### src/rtl/mips_dmem_arbiter_pkg.sv
// Shared types and constants for the MIPS data-memory arbiter.
// Build option: MIPS_DMEM_ARB_RR_EN selects round-robin arbitration.
package mips_pkg;

  localparam logic [1:0] SZ_WORD = 2'b00;
  localparam logic [1:0] SZ_HALF = 2'b01;
  localparam logic [1:0] SZ_BYTE = 2'b10;
  localparam logic [1:0] SZ_ILL  = 2'b11;

  localparam logic ID_CPU = 1'b0;
  localparam logic ID_DBG = 1'b1;

  typedef enum logic [1:0] {
    IDLE   = 2'd0,
    ACCESS = 2'd1,
    DONE   = 2'd2
  } state_t;

  function automatic logic is_ill(
    input logic       we,
    input logic [1:0] size
  );
    return we && (size == SZ_ILL);
  endfunction

endpackage

### src/rtl/mips_dmem_arbiter_if.sv
// Requester and memory-port bundle of the data-memory arbiter.
// slave = arbiter side, master = requesters plus memory model.
interface mips_dmem_arbiter_if #(
  parameter int ADDR_W = 32,
  parameter int DATA_W = 32
);
  logic              cpu_req;
  logic              cpu_we;
  logic [1:0]        cpu_size;
  logic [ADDR_W-1:0] cpu_addr;
  logic [DATA_W-1:0] cpu_wdata;
  logic              cpu_ack;
  logic [DATA_W-1:0] cpu_rdata;
  logic              cpu_err;

  logic              dbg_req;
  logic              dbg_we;
  logic [1:0]        dbg_size;
  logic [ADDR_W-1:0] dbg_addr;
  logic [DATA_W-1:0] dbg_wdata;
  logic              dbg_ack;
  logic [DATA_W-1:0] dbg_rdata;
  logic              dbg_err;

  logic [ADDR_W-1:0] mem_address;
  logic [DATA_W-1:0] write_data;
  logic              sig_mem_read;
  logic              sig_mem_write;
  logic [1:0]        s;
  logic [DATA_W-1:0] read_data;
  logic              busy;

  modport slave (
    input  cpu_req, cpu_we, cpu_size, cpu_addr, cpu_wdata,
    output cpu_ack, cpu_rdata, cpu_err,
    input  dbg_req, dbg_we, dbg_size, dbg_addr, dbg_wdata,
    output dbg_ack, dbg_rdata, dbg_err,
    output mem_address, write_data, sig_mem_read, sig_mem_write, s,
    input  read_data,
    output busy
  );

  modport master (
    output cpu_req, cpu_we, cpu_size, cpu_addr, cpu_wdata,
    input  cpu_ack, cpu_rdata, cpu_err,
    output dbg_req, dbg_we, dbg_size, dbg_addr, dbg_wdata,
    input  dbg_ack, dbg_rdata, dbg_err,
    input  mem_address, write_data, sig_mem_read, sig_mem_write, s,
    output read_data,
    input  busy
  );

endinterface

### src/rtl/mips_rr_arbiter2.sv
// Two-way grant: fixed cpu priority, or round-robin pointer when
// MIPS_DMEM_ARB_RR_EN is defined.
module mips_rr_arbiter2
  import mips_pkg::*;
(
  input  logic       clk,
  input  logic       rst,
  input  logic [1:0] req,
  input  logic       en,
  output logic       gnt_id,
  output logic       any
);

`ifdef MIPS_DMEM_ARB_RR_EN
  logic ptr;

  // Pointer only moves when both requesters actually contend.
  always_ff @(posedge clk) begin
    if (rst)
      ptr <= ID_CPU;
    else if (en && (&req))
      ptr <= ~gnt_id;
  end

  always_comb begin
    gnt_id = ID_CPU;
    unique case (1'b1)
      &req:   gnt_id = ptr;
      req[1]: gnt_id = ID_DBG;
      default: gnt_id = ID_CPU;
    endcase
  end
`else
  logic unused;
  assign unused = ^{clk, rst, en};

  always_comb begin
    gnt_id = req[0] ? ID_CPU : ID_DBG;
  end
`endif

  assign any = |req;

endmodule

### src/rtl/mips_dmem_arbiter.sv
// Data-memory arbiter between cpu and dbg requesters.
// Build option: MIPS_DMEM_ARB_RR_EN (round-robin, else cpu priority).
module mips_dmem_arbiter
  import mips_pkg::*;
#(
  parameter int ADDR_W = 32,
  parameter int DATA_W = 32
) (
  input logic              clk,
  input logic              rst,
  mips_dmem_arbiter_if.slave bus
);

  state_t            state;
  state_t            state_nxt;
  logic              cur_id;
  logic              cur_we;
  logic [1:0]        cur_size;
  logic [ADDR_W-1:0] cur_addr;
  logic [DATA_W-1:0] cur_wdata;
  logic [DATA_W-1:0] cpu_rdata_q;
  logic [DATA_W-1:0] dbg_rdata_q;

  logic [1:0] req_vis;
  logic       arb_pt;
  logic       gnt_id;
  logic       any_req;
  logic       cur_ill;
  logic       rd;
  logic       wr;

  // The requester just acked is masked while its req is still up.
  always_comb begin
    req_vis = {bus.dbg_req, bus.cpu_req};
    if (state == DONE)
      req_vis[cur_id] = 1'b0;
  end

  assign arb_pt  = (state != ACCESS);
  assign cur_ill = is_ill(cur_we, cur_size);

  mips_rr_arbiter2 u_arb (
    .clk    (clk),
    .rst    (rst),
    .req    (req_vis),
    .en     (arb_pt),
    .gnt_id (gnt_id),
    .any    (any_req)
  );

  always_ff @(posedge clk) begin
    if (rst)
      state <= IDLE;
    else
      state <= state_nxt;
  end

  always_comb begin
    state_nxt = state;
    unique case (state)
      IDLE:    state_nxt = any_req ? ACCESS : IDLE;
      ACCESS:  state_nxt = DONE;
      DONE:    state_nxt = any_req ? ACCESS : IDLE;
      default: state_nxt = IDLE;
    endcase
  end

  always_ff @(posedge clk) begin
    if (rst) begin
      cur_id    <= ID_CPU;
      cur_we    <= 1'b0;
      cur_size  <= SZ_WORD;
      cur_addr  <= '0;
      cur_wdata <= '0;
    end else if (arb_pt && any_req) begin
      cur_id    <= gnt_id;
      cur_we    <= gnt_id ? bus.dbg_we    : bus.cpu_we;
      cur_size  <= gnt_id ? bus.dbg_size  : bus.cpu_size;
      cur_addr  <= gnt_id ? bus.dbg_addr  : bus.cpu_addr;
      cur_wdata <= gnt_id ? bus.dbg_wdata : bus.cpu_wdata;
    end
  end

  always_ff @(posedge clk) begin
    if (rst) begin
      cpu_rdata_q <= '0;
      dbg_rdata_q <= '0;
    end else if (rd) begin
      if (cur_id == ID_DBG)
        dbg_rdata_q <= bus.read_data;
      else
        cpu_rdata_q <= bus.read_data;
    end
  end

  always_comb begin
    rd = (state == ACCESS) && !cur_we;
    wr = (state == ACCESS) && cur_we && !cur_ill;
    bus.sig_mem_read  = rd;
    bus.sig_mem_write = wr;
    bus.mem_address   = (rd || wr) ? cur_addr  : '0;
    bus.write_data    = (rd || wr) ? cur_wdata : '0;
    bus.s             = (rd || wr) ? cur_size  : SZ_WORD;
    bus.cpu_ack = (state == DONE) && (cur_id == ID_CPU);
    bus.dbg_ack = (state == DONE) && (cur_id == ID_DBG);
    bus.cpu_err = bus.cpu_ack && cur_ill;
    bus.dbg_err = bus.dbg_ack && cur_ill;
    bus.cpu_rdata = cpu_rdata_q;
    bus.dbg_rdata = dbg_rdata_q;
    bus.busy      = (state != IDLE);
  end

endmodule

### src/flat_wrapper.sv
// flat-port wrapper written by rule: the top's interface ports become plain ports
module mips_dmem_arbiter_flat import mips_pkg::*;
#(
  parameter int ADDR_W = 32,
  parameter int DATA_W = 32
)
  (clk, rst, bus_cpu_req, bus_cpu_we, bus_cpu_size, bus_cpu_addr, bus_cpu_wdata, bus_cpu_ack, bus_cpu_rdata, bus_cpu_err, bus_dbg_req, bus_dbg_we, bus_dbg_size, bus_dbg_addr, bus_dbg_wdata, bus_dbg_ack, bus_dbg_rdata, bus_dbg_err, bus_mem_address, bus_write_data, bus_sig_mem_read, bus_sig_mem_write, bus_s, bus_read_data, bus_busy);
  mips_dmem_arbiter_if #(.ADDR_W(ADDR_W), .DATA_W(DATA_W)) bus_i ();
  input logic clk;
  input logic rst;
  input wire logic [$bits(bus_i.cpu_req)-1:0] bus_cpu_req;
  input wire logic [$bits(bus_i.cpu_we)-1:0] bus_cpu_we;
  input wire logic [$bits(bus_i.cpu_size)-1:0] bus_cpu_size;
  input wire logic [$bits(bus_i.cpu_addr)-1:0] bus_cpu_addr;
  input wire logic [$bits(bus_i.cpu_wdata)-1:0] bus_cpu_wdata;
  output wire logic [$bits(bus_i.cpu_ack)-1:0] bus_cpu_ack;
  output wire logic [$bits(bus_i.cpu_rdata)-1:0] bus_cpu_rdata;
  output wire logic [$bits(bus_i.cpu_err)-1:0] bus_cpu_err;
  input wire logic [$bits(bus_i.dbg_req)-1:0] bus_dbg_req;
  input wire logic [$bits(bus_i.dbg_we)-1:0] bus_dbg_we;
  input wire logic [$bits(bus_i.dbg_size)-1:0] bus_dbg_size;
  input wire logic [$bits(bus_i.dbg_addr)-1:0] bus_dbg_addr;
  input wire logic [$bits(bus_i.dbg_wdata)-1:0] bus_dbg_wdata;
  output wire logic [$bits(bus_i.dbg_ack)-1:0] bus_dbg_ack;
  output wire logic [$bits(bus_i.dbg_rdata)-1:0] bus_dbg_rdata;
  output wire logic [$bits(bus_i.dbg_err)-1:0] bus_dbg_err;
  output wire logic [$bits(bus_i.mem_address)-1:0] bus_mem_address;
  output wire logic [$bits(bus_i.write_data)-1:0] bus_write_data;
  output wire logic [$bits(bus_i.sig_mem_read)-1:0] bus_sig_mem_read;
  output wire logic [$bits(bus_i.sig_mem_write)-1:0] bus_sig_mem_write;
  output wire logic [$bits(bus_i.s)-1:0] bus_s;
  input wire logic [$bits(bus_i.read_data)-1:0] bus_read_data;
  output wire logic [$bits(bus_i.busy)-1:0] bus_busy;
  assign bus_i.cpu_req = bus_cpu_req;
  assign bus_i.cpu_we = bus_cpu_we;
  assign bus_i.cpu_size = bus_cpu_size;
  assign bus_i.cpu_addr = bus_cpu_addr;
  assign bus_i.cpu_wdata = bus_cpu_wdata;
  assign bus_cpu_ack = bus_i.cpu_ack;
  assign bus_cpu_rdata = bus_i.cpu_rdata;
  assign bus_cpu_err = bus_i.cpu_err;
  assign bus_i.dbg_req = bus_dbg_req;
  assign bus_i.dbg_we = bus_dbg_we;
  assign bus_i.dbg_size = bus_dbg_size;
  assign bus_i.dbg_addr = bus_dbg_addr;
  assign bus_i.dbg_wdata = bus_dbg_wdata;
  assign bus_dbg_ack = bus_i.dbg_ack;
  assign bus_dbg_rdata = bus_i.dbg_rdata;
  assign bus_dbg_err = bus_i.dbg_err;
  assign bus_mem_address = bus_i.mem_address;
  assign bus_write_data = bus_i.write_data;
  assign bus_sig_mem_read = bus_i.sig_mem_read;
  assign bus_sig_mem_write = bus_i.sig_mem_write;
  assign bus_s = bus_i.s;
  assign bus_i.read_data = bus_read_data;
  assign bus_busy = bus_i.busy;
  mips_dmem_arbiter #(.ADDR_W(ADDR_W), .DATA_W(DATA_W)) u_core (.clk(clk), .rst(rst), .bus(bus_i));
endmodule
### config.mk
export PLATFORM = sky130hd
export DESIGN_NAME = mips_dmem_arbiter_flat
export DESIGN_NICKNAME = d
export VERILOG_FILES = /design/src/rtl/mips_dmem_arbiter_pkg.sv /design/src/rtl/mips_dmem_arbiter_if.sv /design/src/rtl/mips_rr_arbiter2.sv /design/src/rtl/mips_dmem_arbiter.sv /design/src/flat_wrapper.sv
export SDC_FILE = /design/constraint.sdc
export NUM_CORES = 1
export LEC_CHECK = 0
export CORE_MARGIN = 2
export CORE_UTILIZATION = 42
export CTS_CLUSTER_DIAMETER = 60
export CTS_CLUSTER_SIZE = 30
export DETAILED_ROUTE_END_ITERATION = 8
export GPL_ROUTABILITY_DRIVEN = 0
export PLACE_DENSITY = 0.86
export SYNTH_ARGS = -nofsm -noshare
export SYNTH_HDL_FRONTEND = slang
export SYNTH_HIERARCHICAL = 1
export SYNTH_SLANG_ARGS = --single-unit
### constraint.sdc
create_clock -name clk -period 4.85 [get_ports clk]
set_input_delay 0.485 -clock clk [delete_from_list [all_inputs] [get_ports clk]]
set_output_delay 0.485 -clock clk [all_outputs]
set_load 0.03 [all_outputs]
==> results of run 1 <==
==> layer usage <==
metal	GRT usage	vias to the layer above	share of wire
met1	0.2895	2469	0.40
met4	0.1125	0	0.028
li1	-	2647	-
met3	0.06797	32	0.071
met5	0	-	0
met2	0.4439	217	0.50
==> report_power, final <==
part	leakage [nW]	switching [mW]	internal [mW]
registers	1.10	0.0481	1.18
clock network	0.292	0.480	0.850
logic	2.13	0.283	0.287
==> area by class of cell <==
type                    instances  area share
multi-input cells             418      0.2869
repair buffers                315      0.3349
flip-flops and latches        134      0.2874
clock buffers                  21     0.05041
clock inverters                11     0.01582
well taps                     176     0.02360
inverters                       2   0.0009385
==> synth_stat cells <==
cell type and instances:
dfxtp_1 134, nand2_1 130, and2_1 67, mux2i_1 67
o2bb2ai_1 67, a21oi_1 65, buf_2 23, clkbuf_1 17
buf_4 6, clkbuf_2 4, nor2_1 4, buf_6 3
inv_1 2, nand3_1 2, nor2b_1 2, nor3b_1 2
a21bo_2 1, a21oi_2 1, and4bb_2 1, nand2b_1 1
nand3b_1 1, nand3b_2 1, nand4bb_1 1, nor2b_2 1
nor4b_2 1, or2_1 1, or2_2 1, or4b_1 1
==> sequential cells by signal (all words and copies together) (netlist names) <==
signal,flops
u_core/cur_size,2
u_core/bus.cpu_rdata,32
u_core/cur_wdata,32
u_core/bus.dbg_rdata,32
u_core/cur_we,1
u_core/state,2
u_core/cur_addr,32
u_core/cur_id,1
==> worst paths after layout <==
| kind | endpoint | startpoint | cells after the start | slack (ns) |
|---|---|---|---|---|
| setup / recovery | bus_write_data[16] | u_core/state[0] | 4 | 1.29 |
| setup reg to reg | u_core/cur_wdata[15] | u_core/state[1] | 6 | 2.06 |
| hold / removal | u_core/bus.cpu_rdata[24] | u_core/bus.cpu_rdata[24] | 2 | 0.45 |
| hold reg to reg | u_core/bus.cpu_rdata[24] | u_core/bus.cpu_rdata[24] | 2 | 0.45 |
==> metrics by stage <==
stage	cells	hold WS (ns)	utilization
CTS	1077	0.4529	0.7104
global route	1077	0.4618	0.7104
finish	1077	0.4519	0.7104
detailed placement	1045	0.4385	0.6633
global placement	1045	0.4361	0.6633
floorplan	607	0.4242	-
==> tightest hold or removal path, cell delays in order (launching register included) <==
cell and delay (ns):
dfxtp_1 0.30, nand2_1 0.05, a21oi_1 0.05
==> cells by family (layout without fill, tap and decap cells) <==
group	after synthesis	count (layout)	share of synthesized area
flops	134	134	0.4770
compound gates	134	134	0.1655
simple gates	217	217	0.1875
mux	67	67	0.1192
buf+inv	55	349	0.05072
==> flow_metrics.py, run 1 <==
metrics = {
    "timing": {
        "worstMarginPinSlew_ns": 1.121,
        "finalSetupTns_ns": 0,
        "period_minus_slack_ns": 3.562,
        "fin_worst_skew_ns": 0.006786,
        "fin_ws_ns": 1.288,
        "period_share": 0.7345,
        "rsz0062_at_grt": "no",
        "max_slew_margin": 0.2510,
        "slew_violations": 0,
        "fmax_mhz": 280.7,
        "hold_viol": 0,
        "setup-violations-final": 0,
    },
    "logic_synthesis": {
        "yosys_register_bits": 134,
        "yosys.area.top_type": "dfxtp_1",
        "ys_types": 28,
        "synth.area.top_cells": "dfxtp_1 48%, mux2i_1 12%, o2bb2ai_1 10%, nand2_1 8.7%, and2_1 7.5%",
        "netlist_area_um2": 5624,
        "syn-num-nets": 777,
        "seq_area_frac_synth": 0.4770,
        "synth.top_cell.area_share": 0.4770,
        "synth_cells": 607,
        "yosysWarnings": 6,
        "synth.avg_cell_area_um2": 9.265,
    },
    "final_layout": {
        "ff_latch_area_um2": 2683,
        "drive_gt1_frac": 0.05438,
        "layout_common_cells": "305 x clkdlybuf4s50_1, 134 x dfxtp_1, 130 x nand2_1",
        "syn2layout_area_growth_pct": 65.94,
        "layout_commonest_cell": "clkdlybuf4s50_1",
        "diodes": 0,
        "fin_area_um2": 9333,
        "multi_input_area_um2": 2678,
        "final_nets": 1058,
        "fill_cells": 1000,
    },
    "worst_setup_path": {
        "critPathRequiredTime_ns": 4.37,
        "crit_family": "simple AND/OR/NAND/NOR gates",
        "cp_max_fo": 66,
        "crit_path_max_incr_delay_ns": 0.93,
        "path_class": "reg -> out",
        "cp-end-kind": "output port",
        "path_buf_inv": 1,
        "worstPathCellList": "nand2b_1, nor2b_4, and2_1, clkdlybuf4s50_1",
        "cp_slowest_cell": "nor2b_4",
        "startpoint_type": "flop",
        "arrival_ns": 3.08,
    },
    "place": {
        "hpwl_mm": 12.81,
        "io_buffers": 306,
        "postPlaceCellArea_um2": 8715,
        "pre_cts_ws_ns": 1.724,
    },
    "global_route": {
        "grtUsageTotal": 0.2537,
        "grt_pass1_wl_mm": 28.23,
        "grt-ovfl-total": 0,
        "grt_pass1_vias": 5382,
        "grt_max_degree": 69,
        "antenna_found_initial": 0,
    },
    "floorplanning": {
        "start_util": 0.4281,
        "die-area_um2": 14330,
        "dieWidth_um": 119.7,
        "rows": 42,
        "dieHeight_um": 119.7,
        "boundaryPins": 307,
        "core_area_um2": 13140,
    },
    "cts": {
        "cts-resized-gates": 0,
        "cts_sinks": 134,
        "postCtsSetupRepairBufs": 0,
        "clk_path_buf_depth": 2,
        "cts_buffers": 17,
        "cts.clk_slew.worst_paths_ns": 0.06,
        "htreeDepth": 4,
        "cts_root_buffer": "clkbuf_16",
        "postCtsHoldBufs": 0,
        "cts_tree": "yes",
        "worst_skew_pair.late_latency_ns": 0.41,
    },
    "routing": {
        "drcViolationCount": 0,
        "vias_per_cell": 4.981,
        "drtIter0Drc": 316,
        "dr.pass1.iters": 7,
        "wl_per_cell_um": 16.91,
        "drt_wl_total_mm": 18.21,
        "route.vias.total": 5365,
        "route.antenna.remaining_nets": 0,
    },
    "pwr": {
        "p_leak_nw": 3.516,
        "powerDensity_nw_per_um2": 335.2,
        "vdd_drop_max_uv": 210.8,
        "finalPower_mw": 3.128,
    },
    "outcome": {
        "status": "finished, final reports clean",
    },
    "worst_hold_path": {
        "hp-class": "reg -> reg",
    },
    "flow_run": {
        "maxCapViolations": 0,
    },
}
No activity file was read; power rests on OpenSTA's default activity.
==> run 2: changes to the inputs <==
- CORE_UTILIZATION: 42 -> 39
- PLACE_DENSITY: 0.86 -> 0.81
- clock period: 4.85 -> 3.3 ns (I/O delays scaled with it)
==> run 2 against run 1 <==
Routed wire length barely moved; via count shrank 0.37%; clock skew grew 0.0012 ns; non-clock buffer count is 1 higher; first-iteration DRC count decreased by 11%.
==> flow_metrics.py, run 2 (synthesized netlist as in run 1, its figures left out) <==
metrics = {
    "routing": {
        "drtIter0Drc": 281,
        "dr.pass1.iters": 4,
        "drt_wl_total_mm": 18.22,
        "wl_per_cell_um": 16.84,
        "vias_per_cell": 4.940,
        "route.vias.total": 5345,
        "drcViolationCount": 0,
        "route.antenna.remaining_nets": 0,
    },
    "global_route": {
        "grt_pass1_vias": 5061,
        "grt-ovfl-total": 0,
        "antenna_found_initial": 0,
        "grt_max_degree": 69,
        "grtUsageTotal": 0.2312,
        "grt_pass1_wl_mm": 27.03,
    },
    "pwr": {
        "powerDensity_nw_per_um2": 508.1,
        "finalPower_mw": 4.807,
        "p_leak_nw": 3.580,
        "vdd_drop_max_uv": 354.1,
    },
    "worst_setup_path": {
        "reg2reg_depth": 6,
        "startpoint_type": "flop",
        "worstPathCellList": "nand2b_1, nor2b_4, buf_12, and2_1, clkdlybuf4s50_1",
        "crit_family": "buffers and inverters",
        "rr_startpoint": "u_core/state[1]",
        "crit_end": "bus_s[0]",
        "path_buf_inv": 2,
        "critPathRequiredTime_ns": 2.97,
        "cp_num_cells": 5,
        "arrival_ns": 2.50,
        "ff2ff_setup_slack_ns": 1.23,
        "crit_path_max_incr_delay_ns": 0.69,
        "cp_slowest_cell": "clkdlybuf4s50_1",
        "cp_max_fo": 66,
        "r2r-end": "u_core/cur_addr[26]",
        "cp-startpoint": "u_core/state[0]",
        "cp-end-kind": "output port",
        "path_class": "reg -> out",
    },
    "timing": {
        "hold_viol": 0,
        "rsz0062_at_grt": "no",
        "period_minus_slack_ns": 2.828,
        "period_share": 0.8569,
        "fin_ws_ns": 0.4722,
        "max_slew_margin": 0.4951,
        "worstMarginPinSlew_ns": 0.7574,
        "finalSetupTns_ns": 0,
        "fmax_mhz": 353.6,
        "fin_worst_skew_ns": 0.007978,
        "slew_violations": 0,
        "setup-violations-final": 0,
    },
    "final_layout": {
        "final_nets": 1059,
        "layout_commonest_cell": "clkdlybuf4s50_1",
        "syn2layout_area_growth_pct": 68.23,
        "layout_common_cells": "305 x clkdlybuf4s50_1, 134 x dfxtp_1, 130 x nand2_1",
        "diodes": 0,
        "drive_gt1_frac": 0.05432,
    },
    "cts": {
        "cts-resized-gates": 0,
        "cts.clk_slew.worst_paths_ns": 0.06,
        "postCtsHoldBufs": 0,
        "cts_sinks": 134,
        "htreeDepth": 4,
        "cts_tree": "yes",
        "cts_buffers": 17,
        "postCtsSetupRepairBufs": 0,
        "clk_path_buf_depth": 2,
        "cts_root_buffer": "clkbuf_16",
        "worst_skew_pair.late_latency_ns": 0.41,
    },
    "floorplanning": {
        "core_area_um2": 13990,
        "dieHeight_um": 124.1,
        "start_util": 0.4021,
        "rows": 43,
        "dieWidth_um": 124.1,
        "boundaryPins": 307,
        "die-area_um2": 15400,
    },
    "flow_run": {
        "maxCapViolations": 0,
    },
    "outcome": {
        "status": "finished, final reports clean",
    },
    "place": {
        "hpwl_mm": 12.59,
        "pre_cts_ws_ns": 0.9120,
        "io_buffers": 306,
    },
    "worst_hold_path": {
        "hp-class": "reg -> reg",
    },
}
-- run 2: cell types whose count changed in the layout (fill, tap and decap cells not counted), moves of 2 or more --
cell	change
buf_12	+5
buf_4	-4
clkbuf_8	-2
clkinvlp_4	-4
clkinv_4	+3
bufinv_16	+3
-- run 2: per-stage QoR --
stage	instance area, um^2	hold slack [ns]	std cells	util
after floorplan	5624	0.4242	607	-
after global placement	8790	0.4387	1050	0.6284
after detailed placement	8790	0.4388	1050	0.6284
after CTS	9462	0.4533	1082	0.6764
after global routing	9462	0.4637	1082	0.6764
final	9462	0.4518	1082	0.6764
-- run 2: worst min-delay path, cell delays in order, from the launching register on --
cell and delay (ns):
dfxtp_1 0.30, nand2_1 0.05, a21oi_1 0.05
-- run 2: routing by layer --
layer / global-route usage / wire length [um] / up-vias
met3: 0.07509 / 1282 / 29
met4: 0.09902 / 470 / 0
met1: 0.2711 / 7378 / 2464
met2: 0.3866 / 9088 / 208
li1: - / - / 2644
met5: 0 / 0 / -
-- run 2: worst min path at each step --
| stage | start | to | slack, ns | cells after the start |
|---|---|---|---|---|
| floorplan | u_core/cur_addr[0] | u_core/cur_addr[0] | 0.42 | 1 |
| global placement | u_core/cur_addr[14] | u_core/cur_addr[14] | 0.44 | 1 |
| detailed placement | u_core/cur_wdata[18] | u_core/cur_wdata[18] | 0.44 | 1 |
| CTS | u_core/bus.dbg_rdata[18] | u_core/bus.dbg_rdata[18] | 0.45 | 2 |
| global route | u_core/cur_addr[6] | u_core/cur_addr[6] | 0.46 | 1 |
| finish | u_core/bus.dbg_rdata[18] | u_core/bus.dbg_rdata[18] | 0.45 | 2 |
-- run 2: final cells by class --
class,count,area (um^2)
multi-input combinational,418,2678
fill,1124,4527
clock buffer,20,446.7
inverter,2,8.758
timing repair buffer,316,3196
clock inverter,12,225.2
tap,180,225.2
sequential,134,2683
-- run 2: report_power, final --
group / switching (mW) / total [mW] / internal, mW
clock network: 0.717 / 2.16 / 1.44
registers: 0.0690 / 1.80 / 1.73
logic: 0.414 / 0.847 / 0.433
